`src/rtl/led_pkg.sv`:
```
// led_pkg: shared constants, FSM states and segment decode for the LED display controller
package led_pkg;
    localparam int NUM_DIGITS  = 8;
    localparam int BCD_DIGITS  = 10;
    localparam int CONV_CYCLES = 32;

    typedef enum logic [1:0] {IDLE, CONV, COMMIT} state_t;

    localparam logic [7:0] SEG_0     = 8'hC0;
    localparam logic [7:0] SEG_1     = 8'hF9;
    localparam logic [7:0] SEG_2     = 8'hA4;
    localparam logic [7:0] SEG_3     = 8'hB0;
    localparam logic [7:0] SEG_4     = 8'h99;
    localparam logic [7:0] SEG_5     = 8'h92;
    localparam logic [7:0] SEG_6     = 8'h82;
    localparam logic [7:0] SEG_7     = 8'hF8;
    localparam logic [7:0] SEG_8     = 8'h80;
    localparam logic [7:0] SEG_9     = 8'h90;
    localparam logic [7:0] SEG_BLANK = 8'hFF;

    function automatic logic [7:0] seg_decode(input logic [3:0] d);
        case (d)
            4'd0: return SEG_0;
            4'd1: return SEG_1;
            4'd2: return SEG_2;
            4'd3: return SEG_3;
            4'd4: return SEG_4;
            4'd5: return SEG_5;
            4'd6: return SEG_6;
            4'd7: return SEG_7;
            4'd8: return SEG_8;
            4'd9: return SEG_9;
            default: return SEG_BLANK;
        endcase
    endfunction
endpackage

```
`src/rtl/led_display_ctrl_if.sv`:
```
// led_display_ctrl_if: CPU-side request/status bundle of the LED display controller
interface led_display_ctrl_if;
    logic        value_valid;
    logic [31:0] value;
    logic        busy;
    logic        done;
    logic        overflow;

    modport master (output value_valid, value, input busy, done, overflow);
    modport slave (input value_valid, value, output busy, done, overflow);
endinterface

```
`src/rtl/bcd_dabble_seq.sv`:
```
// bcd_dabble_seq: 32-cycle shift-add-3 binary to 10-digit BCD converter
module bcd_dabble_seq
    import led_pkg::*;
(
    input  logic        clk,
    input  logic        rst,
    input  logic        start,
    input  logic [31:0] din,
    output logic        busy,
    output logic        done,
    output logic [39:0] bcd
);
    state_t      state;
    logic [4:0]  cnt;
    logic [71:0] sr;
    logic [39:0] adj;

    for (genvar i = 0; i < BCD_DIGITS; i++) begin : g_adj
        assign adj[4*i +: 4] = sr[32+4*i +: 4] >= 4'd5 ? sr[32+4*i +: 4] + 4'd3 : sr[32+4*i +: 4];
    end

    always_ff @(posedge clk) begin
        if (rst) begin
            state <= IDLE;
            cnt   <= '0;
            sr    <= '0;
            busy  <= 1'b0;
            done  <= 1'b0;
        end else begin
            case (state)
                IDLE: if (start) begin
                    sr    <= {40'd0, din};
                    cnt   <= '0;
                    busy  <= 1'b1;
                    state <= CONV;
                end
                CONV: begin
                    sr  <= {adj, sr[31:0]} << 1;
                    cnt <= cnt + 5'd1;
                    if (cnt == 5'(CONV_CYCLES - 1)) begin
                        done  <= 1'b1;
                        state <= COMMIT;
                    end
                end
                default: begin
                    done  <= 1'b0;
                    busy  <= 1'b0;
                    state <= IDLE;
                end
            endcase
        end
    end

    assign bcd = sr[71:32];
endmodule

```
`src/rtl/led_display_ctrl.sv`:
```
// led_display_ctrl: binary-to-BCD display sequencer with single-entry pending request and digit scan
module led_display_ctrl
    import led_pkg::*;
#(
    parameter int SCAN_DIV      = 50000,
    parameter int BLANK_LEADING = 1
) (
    input  logic                  clk,
    input  logic                  rst,
    led_display_ctrl_if.slave     bus,
    output logic [NUM_DIGITS-1:0] an,
    output logic [7:0]            seg
);
    localparam int PW = SCAN_DIV > 1 ? $clog2(SCAN_DIV) : 1;

    logic          conv_busy;
    logic          conv_done;
    logic          start;
    logic          pend_full;
    logic [31:0]   pend;
    logic [31:0]   display;
    logic [39:0]   bcd;
    logic          overflow;
    logic [PW-1:0] presc;
    logic [2:0]    idx;
    logic [31:0]   upper;
    logic [3:0]    digit;

    // a full pending slot wins over a fresh request so request order is preserved
    assign start = !conv_busy && (bus.value_valid || pend_full);

    bcd_dabble_seq u_conv (
        .clk,
        .rst,
        .start,
        .din (pend_full ? pend : bus.value),
        .busy(conv_busy),
        .done(conv_done),
        .bcd
    );

    always_ff @(posedge clk) begin
        if (rst) begin
            pend_full <= 1'b0;
            pend      <= '0;
            display   <= '0;
            overflow  <= 1'b0;
            presc     <= '0;
            idx       <= '0;
        end else begin
            if (bus.value_valid && (conv_busy || pend_full)) begin
                pend      <= bus.value;
                pend_full <= 1'b1;
            end else if (start) begin
                pend_full <= 1'b0;
            end
            if (conv_done) begin
                display  <= bcd[31:0];
                overflow <= |bcd[39:32];
            end
            presc <= presc == PW'(SCAN_DIV - 1) ? '0 : presc + 1'b1;
            if (presc == PW'(SCAN_DIV - 1)) idx <= idx + 3'd1;
        end
    end

    assign upper = display >> {idx, 2'b00};
    assign digit = display[{idx, 2'b00} +: 4];
    assign an    = ~(8'b1 << idx);
    assign seg   = BLANK_LEADING != 0 && idx != 3'd0 && upper == '0 ? SEG_BLANK : seg_decode(digit);

    assign bus.busy     = conv_busy;
    assign bus.done     = conv_done;
    assign bus.overflow = overflow;
endmodule

```
`src/flat_wrapper.sv`:
```
// flat-port wrapper written by rule: the top's interface ports become plain ports
module led_display_ctrl_flat import led_pkg::*;
#(
    parameter int SCAN_DIV      = 50000,
    parameter int BLANK_LEADING = 1
)
  (clk, rst, an, seg, bus_value_valid, bus_value, bus_busy, bus_done, bus_overflow);
  led_display_ctrl_if bus_i ();
  input  logic clk;
  input  logic rst;
  output logic [NUM_DIGITS-1:0] an;
  output logic [7:0] seg;
  input wire logic [$bits(bus_i.value_valid)-1:0] bus_value_valid;
  input wire logic [$bits(bus_i.value)-1:0] bus_value;
  output wire logic [$bits(bus_i.busy)-1:0] bus_busy;
  output wire logic [$bits(bus_i.done)-1:0] bus_done;
  output wire logic [$bits(bus_i.overflow)-1:0] bus_overflow;
  assign bus_i.value_valid = bus_value_valid;
  assign bus_i.value = bus_value;
  assign bus_busy = bus_i.busy;
  assign bus_done = bus_i.done;
  assign bus_overflow = bus_i.overflow;
  led_display_ctrl #(.SCAN_DIV(SCAN_DIV), .BLANK_LEADING(BLANK_LEADING)) u_core (.clk(clk), .rst(rst), .bus(bus_i), .an(an), .seg(seg));
endmodule
```
`config.mk`:
```
export PLATFORM = sky130hd
export DESIGN_NAME = led_display_ctrl_flat
export DESIGN_NICKNAME = d
export VERILOG_FILES = /design/src/rtl/led_pkg.sv /design/src/rtl/led_display_ctrl_if.sv /design/src/rtl/bcd_dabble_seq.sv /design/src/rtl/led_display_ctrl.sv /design/src/flat_wrapper.sv
export SDC_FILE = /design/constraint.sdc
export NUM_CORES = 1
export LEC_CHECK = 0
export CAP_MARGIN = 15
export CELL_PAD_IN_SITES_DETAIL_PLACEMENT = 1
export CELL_PAD_IN_SITES_GLOBAL_PLACEMENT = 2
export CORE_ASPECT_RATIO = 0.9
export CORE_MARGIN = 3
export CORE_UTILIZATION = 33
export CTS_CLUSTER_SIZE = 25
export DETAILED_ROUTE_END_ITERATION = 6
export PLACE_DENSITY = 0.74
export SYNTH_ARGS = -nofsm -noshare
export SYNTH_HDL_FRONTEND = slang
export SYNTH_SLANG_ARGS = --single-unit
```
`constraint.sdc`:
```
create_clock -name clk -period 3.2 [get_ports clk]
set_clock_uncertainty 0.05 [all_clocks]
set_input_delay 0.64 -clock clk [delete_from_list [all_inputs] [get_ports clk]]
set_output_delay 0.64 -clock clk [all_outputs]
set_load 0.005 [all_outputs]
```
Word level (Yosys, flattened, before mapping) --
Memories as Yosys holds them, arrays and structs flattened. Index checks and enable logic that the tools add are counted.
Storage, ports and cells: bits in registers 166, ROM bits 112, logic and storage cells 88, memories 1
Cells by class: $add $sub $neg 13, $lt $le $gt $ge 10, equality and inequality tests 5, shifts and indexed selects 3, multiplexer cells 25, bitwise gates (word level) 3, reduce and logical (&&, ||, !) cells 17
Memories:
- (name not given) | words 16, bits a word 7, read ports 1, clocked after memory_dff 0, write ports 0, line led_pkg.sv:22 | case (d)
Operators with widths (number):
- $pmux W72 S2 | 1
- $mux W72 | 1
- $ge A4 B3 Y1 const B | 10
- $add A4 B2 Y4 const B | 9
- $mux W4 | 9
- $logic_not A32 Y1 | 1
- $mux W32 | 1
- $shiftx A32 B6 Y4 | 1
- $shr A32 B5 Y32 | 1
- $add A16 B1 Y16 const B | 1
- $eq A16 B16 Y1 const B | 1
- $pmux W5 S2 | 1
- $mux W8 | 1
- $not A8 Y8 | 1
- $reduce_and A2 Y1 | 4
- $reduce_or A8 Y1 | 1
- $shl A1 B3 Y8 const A | 1
- $add A5 B1 Y5 const B | 1
- $eq A5 B5 Y1 const B | 1
- $mux W5 | 1
- $mux W1 | 4
- $mux W2 | 2
- $pmux W1 S2 | 2
- $pmux W2 S2 | 1
- other kinds (14) | 19

Depth between registers and ports, before layout --
Gate-level depths: netlist of the first run.
word-level depth 4, depth in mapped cells 10

Cells and area by module --
From an unflattened synthesis of the first run, not the netlist that was laid out.
Unflattened totals: cell total of the unflattened synthesis 1059, area, all modules 9085.0 sq um
By module, submodules not included:
- bcd_dabble_seq | instances 1, cells each 551, area an instance 4640.7 sq um, sequential area each 1621.6 sq um
- led_display_ctrl | instances 1, cells each 508, area an instance 4444.3 sq um, sequential area each 1701.6 sq um

Least setup slack after synthesis of the first run --
Ideal clock, no wire load.
path type register to output, from register u_core.idx[0], to output seg[1], arrival 2.775 ns, path slack -0.265 ns, cell stages (with the launch flop) 10, path buffers 3, path through dfxtp_1 -> buf_6 -> clkbuf_1 -> mux4_2 -> mux2i_1 -> ha_1 -> o311ai_0 -> or4b_1 -> buf_2 -> o22ai_1
On the way: cells in the longest elaborated chain, start to end 4, elaborated cells on any way between the ends 7, those cells by class shift: 2; mux: 1; reduce/logical: 3; memory: 1
RTL lines:
- start: declaration | line led_display_ctrl.sv:25 | logic [2:0] idx;
- start signal: assignment | line led_display_ctrl.sv:62 | if (presc == PW'(SCAN_DIV - 1)) idx <= idx + 3'd1;
- branches (longest 3 deep; another with $mem_v2 Z16 W7)
- $mux W8 * | line led_display_ctrl.sv:69 | assign seg = BLANK_LEADING != 0 && idx != 3'd0 && upper == '0 ? SEG_BLANK : seg_decode(digit);
- end: declaration | line flat_wrapper.sv:12 | output logic [7:0] seg;
Every way passes the cells marked *.

Worst setup path after layout of the first run --
from register u_core.idx[0], to output seg[2]
The elaborated chain is that of the path after synthesis.

==> results.md, run 1 <==
* EDFF count, synth at 0
* Worst-Margin Slew at just over 0.9 ns
* Initial cell density of the core at 0.340
* Final Max Tran Viols at 0
* Io pins at 54
* Clock slew at reported path FFs at ~0.070 ns
* CTS tree: yes
* Status: complete, but fails checks
* Peak Freq at around 0.29 GHz
* Final WS setup at -0.307 ns
* Core box area at approximately 24000 sq um
* Req. time, crit path at about 2.5 ns
* Dpl cell area at approximately 9200 sq um
* Worst Path Arrival at around 2.8 ns
* Most frequent cells in the layout: dfxtp_1, nor2_1, nand2_1
* Syn. warnings at 0
* Leakage at roughly 3.6 nW
* Final Cycle Share at 1.10
* FF-to-FF path depth at 4
* Slew headroom at 0.391
* Final Instance Area at a little under 10000 sq um
* CP Launch Type: register
* Layout cell share with drive strength beyond 1 at 0.158
* Die Wd at 171 microns
* Via count at 6754
* CP Capture Type: output pin
* Clock power share at 0.444
* WL/cell at 16.5 microns
* First-pass GRT wire length at between 30000 and 40000 microns
* Total CTS buffers at 17
* Sequential fraction of design power at 0.468
* Die Ht at 154 microns
* Nets at approximately 1100
* Hold path depth at 2
* Logic pwr share at 0.088
* Vias in the first global route at between 6000 and 7000
* Die area at about 26000 sq um
* Sequential area share after synthesis at 0.412
* Initial antenna violation count at 0
* Clk_lat worst skew at approximately 0.44 ns
* Setup TNS Final at -1.90 ns
* Fin cells at 1295
* Post-Syn Instances at around 910
* Filler Cell Count at 2705
* TritonRoute pass-1 iters at 6
* Root buffer cell: clkbuf_16
* Peak VDD IR at 0.353 mV
* Dpl cells at around 1300
* RSZ-0062 raised after global routing: yes
* Cell internal pwr at roughly 3.4 mW
* Sw frac at 0.277
* Synth-to-Final Area Change at 22.3%
* Failing checks: setup timing
* GR Util All Layers at 0.166
* PortBufs at 52
* Tmin final at approximately 3.5 ns
* Site row count at 53
* Routability Congestion at about 0.87
* Design Power at between 4 and 5 mW
* Post-synth cell types at 50
* Largest net degree at the start of global routing at 112
* MaxCap Viol Count at 0
* Syn nets at 982
* Post-DRT Antenna Nets at 0
* #FFs+latches synth at 166
* Total gr overflow at 0
* P per Cell Area at 471 nW/um^2
* Final Hold Vio Count at 0
* Hold Path Class: register to register
* Post-synth ARST share at 0
* Commonest non-fill, non-tap cell in the layout: dfxtp_1
* Kind of critical path: register to output pin
* Final Setup Violations at 7
* Syn_area_per_cell at 8.84 sq um
* Post-Syn Area at roughly 8100 sq um
* # clock sinks at between 150 and 200
* Crit path max fanout at 4
* Ys flop type: dfxtp_1
* Clk buf depth at 2
* Number of H-tree levels at 4
* DRC at 0
* Drt initial violations at roughly 370
* Antenna cell count at 0
* Psw at 1.29 mW
* Total Wirelength at roughly 21000 microns
* HPWL Detailed at between 10000 and 15000 microns
* Vias/cell at roughly 5.2
-- power by group through the flow --
stage                     combinational, mW  clock (mW)  sequential, mW
after floorplan                       0.269           0            2.21
after global placement                0.408           0            2.22
after detailed placement              0.413           0            2.22
after CTS                             0.416        2.13            2.17
after global routing                  0.455        2.23            2.18
final                                 0.407        2.06            2.17
-- per-layer routing --
layer	share of wire	vias to the layer above	track usage
met5	0	-	0
met4	0.013	0	0.0452
met3	0.030	15	0.0304
met2	0.46	96	0.264
met1	0.50	3268	0.231
li1	-	3375	-
-- synth_stat cells, types with 10 or more instances --
master    instances  area share
dfxtp_1         166        0.41
ha_1             36       0.056
mux2_2           35       0.049
nor3_1           24       0.015
nand2_1          98       0.046
a21oi_1          62       0.039
a32oi_1          10       0.011
clkbuf_1         51       0.024
nand2b_1         12      0.0093
inv_1            33       0.015
nand3_1          17       0.011
a222oi_1         30       0.037
a21o_1           10      0.0093
a22oi_1          15       0.014
xnor2_1          27       0.029
nor2_1          126       0.059
o21ai_0          30       0.019
mux2i_1          42       0.052
-- final timing paths --
| path | start | to | slack [ns] |
|---|---|---|---|
| setup reg to reg | u_core.pend_full | u_core.u_conv.sr[7] | 1.01 |
| hold reg to reg | u_core.pend[1] | u_core.pend[1] | 0.40 |
| setup / recovery | u_core.idx[0] | seg[2] | -0.31 |
| hold / removal | u_core.pend[1] | u_core.pend[1] | 0.40 |
-- area by class of cell --
cell class              instances  area [sq um]  share of cell area
inverters                      34           128              0.0130
flip-flops and latches        166          3330               0.338
clock inverters                15           184              0.0187
well taps                     302           378              0.0383
clock buffers                  17           425              0.0432
multi-input cells             650          4420               0.449
repair buffers                111           986               0.100
-- worst max-delay path: stages (launching register included) --
cell and delay [ns]:
dfxtp_4 0.38, mux4_2 0.55, mux2i_4 0.19, ha_2 0.22
o311ai_2 0.10, or4b_4 0.54, buf_6 0.14, o22ai_1 0.13
buf_2 0.14
-- sequential cells by signal (all words and copies together) (netlist names) --
| register | flops |
|---|---|
| u_core.u_conv.sr | 72 |
| u_core.presc | 16 |
| u_core.u_conv.cnt | 5 |
| u_core.pend_full | 1 |
| u_core.u_conv.done | 1 |
| u_core.display | 32 |
| u_core.u_conv.busy | 1 |
| u_core.bus.overflow | 1 |
| u_core.pend | 32 |
| u_core.idx | 3 |
| u_core.u_conv.state | 2 |
-- logic make-up (layout without fill, tap and decap cells) --
kind of cell               Yosys count  after routing  share of synthesized area
and+or+nand+nor                    305            305                      0.163
AOI/OAI and AO/OA                  186            186                      0.154
DFF                                166            166                      0.412
buffers and inverters               95            177                     0.0460
muxes                               87             87                      0.130
adders and majority gates           36             36                     0.0559
xor gates and xnor gates            35             35                     0.0381
other                                1              1                   0.000465
-- through the flow --
stage               utilization  hold WS [ns]  setup WS [ns]
global route              0.416         0.417         -0.418
global placement          0.389         0.383         -0.339
detailed placement        0.389         0.392         -0.390
floorplan                     -         0.368         0.0276
finish                    0.416         0.403         -0.307
CTS                       0.415         0.409         -0.304
-- timing repair --
| item | CTS | global route |
|---|---|---|
| pin swaps | 1 | 0 |
| buffers inserted | 3 | 1 |
| setup endpoints to repair | 7 | 7 |
| resized for setup | 41 | 2 |
| hold buffers | 0 | 0 |
Power figures use the tool's default switching activity.
==> run 2: changes to the inputs <==
Settings changed: TNS_END_PERCENT set to 5.
==> results.md, run 2 (synthesis gave the netlist of run 1 again) <==
* Root buffer cell: clkbuf_16 (unchanged)
* Via count at 6756 (was 6754)
* Die area at 26300 sq um (unchanged)
* Fin cells at 1294 (was 1295)
* Final Cycle Share at 1.09 (was 1.10)
* Crit path max fanout at 18 (was 4)
* Initial cell density of the core at 0.340 (unchanged)
* Crit path cell chain: buf_8, mux4_2, mux2_2, or4b_4, buf_6, o22ai_1, buf_2 (was mux4_2, mux2i_4, ha_2, o311ai_2, or4b_4, buf_6, o22ai_1, buf_2)
* RSZ-0062 raised after global routing: yes (unchanged)
* Number of H-tree levels at 4 (unchanged)
* Drt initial violations at 379 (was 366)
* Hold slack at 0.404 ns (was 0.403 ns)
* Vias/cell at 5.22 (about the same)
* Dpl cell area at 9200 sq um (unchanged)
* Final Setup Violations at 7 (unchanged)
* Final WS setup at -0.286 ns (was -0.307 ns)
* Final Instance Area at 9840 sq um (was 9850 sq um)
* GR Util All Layers at 0.166 (unchanged)
* Clk buf depth at 2 (unchanged)
* Layout cell share with drive strength beyond 1 at 0.156 (was 0.158)
* Clk_lat worst skew at 0.44 ns (about the same)
* Leakage at 3.62 nW (was 3.63 nW)
* Slew headroom at 0.394 (was 0.391)
* Site row count at 53 (unchanged)
* Nets at 1050 (was 1051)
* WL/cell at 16.5 microns (about the same)
* Peak Freq at 0.287 GHz (was 0.285 GHz)
* Die Wd at 171 microns (unchanged)
* MaxCap Viol Count at 0 (unchanged)
* Final Hold Vio Count at 0 (unchanged)
* Commonest non-fill, non-tap cell in the layout: dfxtp_1 (unchanged)
* Io pins at 54 (unchanged)
* Dpl cells at 1259 (unchanged)
* # clock sinks at 166 (unchanged)
* P per Cell Area at 472 nW/um^2 (was 471 nW/um^2)
* Antenna cell count at 0 (unchanged)
* Vias in the first global route at 6890 (unchanged)
* Clock slew at reported path FFs at 0.07 ns (about the same)
* TritonRoute pass-1 iters at 7 (was 6)
* Total gr overflow at 0 (unchanged)
* Post-DRT Antenna Nets at 0 (unchanged)
* Initial antenna violation count at 0 (unchanged)
* Peak VDD IR at 0.353 mV (about the same)
* Total Wirelength at 21400 microns (about the same)
* Worst-Margin Slew at 0.906 ns (was 0.909 ns)
* Core box area at 23700 sq um (unchanged)
* Routability Congestion at 0.875 (unchanged)
* CP Launch Type: register (unchanged)
* Req. time, crit path at 2.51 ns (about the same)
* Failing checks: setup timing (unchanged)
* Tmin final at 3.49 ns (was 3.51 ns)
* CP peak stage delay at 0.57 ns (was 0.55 ns)
* Total CTS buffers at 17 (unchanged)
* HPWL Detailed at 14000 microns (unchanged)
* PortBufs at 52 (unchanged)
* DRC at 0 (unchanged)
* First-pass GRT wire length at 35600 microns (unchanged)
* Worst Path Arrival at 2.80 ns (was 2.82 ns)
* Filler Cell Count at 2708 (was 2705)
* Hold Path Class: register to register (unchanged)
* Die Ht at 154 microns (unchanged)
* CP Capture Type: output pin (unchanged)
* Largest net degree at the start of global routing at 112 (unchanged)
* Largest Register: u_core.u_conv.sr (unchanged)
* Largest regs: u_core.u_conv.sr x72, u_core.display x32, u_core.pend x32 (unchanged)
* Most frequent cells in the layout: dfxtp_1, nor2_1, nand2_1 (unchanged)
* CTS tree: yes (unchanged)
* Final Max Tran Viols at 0 (unchanged)
* Synth-to-Final Area Change at 22.1% (was 22.3%)
* Status: complete, but fails checks (unchanged)
* Max reg flops at 72 (unchanged)
* Design Power at 4.65 mW (was 4.64 mW)
* Slowest CP cell: or4b_4 (was mux4_2)
* Kind of critical path: register to output pin (unchanged)
run 2: layout make-up:
cell class / instances / area, sq um / area share
clock buffers: 17 / 425 / 0.0432
clock inverters: 15 / 184 / 0.0187
inverters: 34 / 128 / 0.0130
multi-input cells: 650 / 4410 / 0.449
flip-flops and latches: 166 / 3330 / 0.339
well taps: 302 / 378 / 0.0384
repair buffers: 110 / 978 / 0.0994
run 2: final timing paths:
path | from | endpoint | slack, ns | depth (start not counted)
max | u_core.idx[0] | seg[2] | -0.29 | 7
min | u_core.pend[1] | u_core.pend[1] | 0.40 | 2
max reg2reg | u_core.pend_full | u_core.u_conv.sr[13] | 1.02 | 4
min reg2reg | u_core.pend[1] | u_core.pend[1] | 0.40 | 2
run 2: report_power, final:
| group | internal [mW] | switching (mW) | total [mW] |
|---|---|---|---|
| clock network | 1.06 | 1.01 | 2.07 |
| logic | 0.166 | 0.240 | 0.406 |
| registers | 2.13 | 0.0444 | 2.17 |
run 2: layer usage:
metal	vias up	global-route usage	share of wire
met5	-	0	0
met4	0	0.0452	0.013
met3	15	0.0304	0.029
met2	93	0.264	0.46
met1	3281	0.231	0.50
li1	3367	-	-
run 2: critical path, delay by kind of cell, from the launching register on:
kind,cells,cell delay (ns)
buf+inv,3,0.45
compound gates,1,0.13
flops,1,0.38
simple gates,1,0.57
mux,2,0.84
run 2: repair_timing:
action | 4_1_cts | 5_1_grt
pin swaps | 1 | 0
setup endpoints to repair | 7 | 7
buffers inserted | 3 | 0
hold buffers | 0 | 0
gates resized for setup | 41 | 1
run 2: per-stage QoR:
stage | setup TNS, ns | util | worst slack [ns]
detailed placement | -2.59 | 0.389 | -0.390
finish | -1.75 | 0.416 | -0.286
CTS | -1.92 | 0.415 | -0.304
global placement | -2.19 | 0.389 | -0.339
floorplan | 0 | - | 0.0276
global route | -2.62 | 0.416 | -0.413
==> run 3: changes to the inputs <==
Settings changed: CORE_ASPECT_RATIO 0.9 to unset.
==> results.md, run 3 (synthesis gave the netlist of run 1 again) <==
* Status: complete, but fails checks (unchanged)
* Failing checks: setup timing (unchanged)
* # clock sinks at 166 (unchanged)
* Req. time, crit path at 2.51 ns (about the same)
* Largest net degree at the start of global routing at 103 (was 112)
* Filler Cell Count at 2736 (was 2708)
* Post-DRT Antenna Nets at 0 (unchanged)
* Io pins at 54 (unchanged)
* Root buffer cell: clkbuf_16 (unchanged)
* Hold Path Class: register to register (unchanged)
* WL/cell at 16.1 microns (was 16.5 microns)
* Clock power share at 0.446 (was 0.445)
* CTS Hold Bufs at 0 (unchanged)
* Dpl cell area at 9250 sq um (was 9200 sq um)
* Psw at 1.31 mW (was 1.29 mW)
* P per Cell Area at 471 nW/um^2 (was 472 nW/um^2)
* Core box area at 23800 sq um (was 23700 sq um)
* Tmin final at 3.49 ns (about the same)
* MaxCap Viol Count at 0 (unchanged)
* Die Ht at 162 microns (was 154 microns)
* Worst R2R Start: u_core.pend_full (unchanged)
* Vias/cell at 5.17 (was 5.22)
* Final Setup Violations at 7 (unchanged)
* Clk_lat worst skew at 0.44 ns (about the same)
* Clk buf depth at 2 (unchanged)
* Final Max Tran Viols at 0 (unchanged)
* Setup TNS Final at -1.66 ns (was -1.75 ns)
* Initial antenna violation count at 0 (unchanged)
* Final Hold Vio Count at 0 (unchanged)
* Die area at 26300 sq um (about the same)
* Worst Path Arrival at 2.80 ns (about the same)
* Most frequent cells in the layout: dfxtp_1, nor2_1, nand2_1 (unchanged)
* Leakage at 3.63 nW (was 3.62 nW)
* CP Launch Type: register (unchanged)
* Total CTS buffers at 17 (unchanged)
* Commonest non-fill, non-tap cell in the layout: dfxtp_1 (unchanged)
* Reg2reg setup slack at 1.12 ns (was 1.02 ns)
* Dpl cells at 1279 (was 1259)
* Number of H-tree levels at 4 (unchanged)
* DRC at 0 (unchanged)
* Max reg flops at 72 (unchanged)
* Crit path max fanout at 6 (was 18)
* Peak VDD IR at 0.255 mV (was 0.353 mV)
* CTS tree: yes (unchanged)
* Hold Path Origin: u_core.presc[0] (was u_core.pend[1])
* Cell internal pwr at 3.36 mW (about the same)
* Final Instance Area at 9920 sq um (was 9840 sq um)
* Peak Freq at 0.287 GHz (about the same)
* Synth-to-Final Area Change at 23.1% (was 22.1%)
* Worst-Margin Slew at 1.08 ns (was 0.906 ns)
* Vias in the first global route at 6884 (was 6890)
* Logic pwr share at 0.090 (was 0.087)
* HPWL Detailed at 14100 microns (was 14000 microns)
* First-pass GRT wire length at 35100 microns (was 35600 microns)
* Final WS setup at -0.290 ns (was -0.286 ns)
* Hold path depth at 1 (was 2)
* GR Util All Layers at 0.163 (was 0.166)
* Critical R2R Capture: u_core.pend[30] (was u_core.u_conv.sr[13])
* Via count at 6790 (was 6756)
* Routability Congestion at 0.865 (was 0.875)
* Slew headroom at 0.283 (was 0.394)
* Site row count at 56 (was 53)
* Total Wirelength at 21200 microns (was 21400 microns)
* FF-to-FF path depth at 5 (was 4)
* Initial cell density of the core at 0.339 (was 0.340)
* Total gr overflow at 0 (unchanged)
* Sequential fraction of design power at 0.464 (was 0.468)
* CP Capture Type: output pin (unchanged)
* Nets at 1052 (was 1050)
* Most heavily used metal layer in global routing: met2 (unchanged)
* Worst Hold End: u_core.presc[0] (was u_core.pend[1])
* Drt initial violations at 366 (was 379)
* Die Wd at 162 microns (was 171 microns)
* PortBufs at 52 (unchanged)
* Fin cells at 1313 (was 1294)
* Final Cycle Share at 1.09 (about the same)
* Clock slew at reported path FFs at 0.08 ns (was 0.07 ns)
* Design Power at 4.67 mW (was 4.65 mW)
* Largest regs: u_core.u_conv.sr x72, u_core.display x32, u_core.pend x32 (unchanged)
* Largest Register: u_core.u_conv.sr (unchanged)
* Sw frac at 0.280 (was 0.278)
* Met1 Use GR at 0.213 (was 0.231)
* Final Util at 0.418 (was 0.416)
* Antenna cell count at 0 (unchanged)
* Routing usage on met2 at 0.269 (was 0.264)
* TritonRoute pass-1 iters at 5 (was 7)
* Layout cell share with drive strength beyond 1 at 0.161 (was 0.156)
* Met3 Usage GRT at 0.0303 (was 0.0304)
* RSZ-0062 raised after global routing: yes (unchanged)
* Kind of critical path: register to output pin (unchanged)
==> run 3: cell types whose count changed in the layout (fill, tap and decap cells not counted), sizes merged <==
cell           before  now
clkinvlp            0    2
clkinv              9    6
buf                66   65
clkdlybuf4s15       0    3
inv                40   41
==> run 3: timing repair <==
action | in CTS | in global routing
cloned | 0 | 0
buffers inserted | 2 | 0
setup endpoints to repair | 7 | 7
pin swaps | 2 | 0
resized for setup | 38 | 6
==> run 3: cell type report <==
type / instances / area (sq um) / share of cell area
multi-input combinational: 650 / 4440 / 0.448
sequential: 166 / 3330 / 0.336
clock inverter: 15 / 184 / 0.0185
clock buffer: 17 / 425 / 0.0429
tap: 319 / 399 / 0.0402
timing repair buffer: 112 / 1010 / 0.102
inverter: 34 / 128 / 0.0129
==> run 3: power groups by stage <==
stage / clock network (mW) / logic [mW] / registers [mW]
after detailed placement: 0 / 0.426 / 2.22
after global placement: 0 / 0.423 / 2.22
after global routing: 2.24 / 0.468 / 2.18
after CTS: 2.15 / 0.427 / 2.17
final: 2.08 / 0.419 / 2.17
after floorplan: 0 / 0.269 / 2.21
==> run 3: how the worst max path moves through the flow <==
stage | cells past startpoint | slack, ns | startpoint | end
after floorplan | 9 | 0.03 | u_core.idx[0] | seg[1]
after global placement | 7 | -0.33 | u_core.idx[0] | seg[1]
after detailed placement | 7 | -0.44 | u_core.idx[1] | seg[0]
after CTS | 8 | -0.35 | u_core.idx[1] | seg[2]
after global routing | 7 | -0.41 | u_core.idx[1] | seg[1]
final | 8 | -0.29 | u_core.idx[1] | seg[2]
==> run 3: worst max-delay path, stage by stage, from the launching register on <==
cell	delay (ns)
dfxtp_4	0.39
mux4_2	0.55
mux2i_4	0.22
ha_4	0.17
o311ai_2	0.10
or4b_4	0.55
buf_6	0.15
o22ai_2	0.12
buf_2	0.14
==> run 3: metal layers <==
layer / up-vias / share of wire / wire [microns]
met2: 97 / 0.47 / 10000
met3: 25 / 0.030 / 642
met1: 3302 / 0.48 / 10100
met4: 0 / 0.017 / 364
met5: - / 0 / 0
li1: 3366 / - / -
==> run 3: metrics by stage <==
stage / setup slack (ns) / hold slack (ns)
floorplan: 0.0276 / 0.368
global placement: -0.333 / 0.378
detailed placement: -0.441 / 0.386
CTS: -0.349 / 0.403
global route: -0.412 / 0.425
finish: -0.290 / 0.400
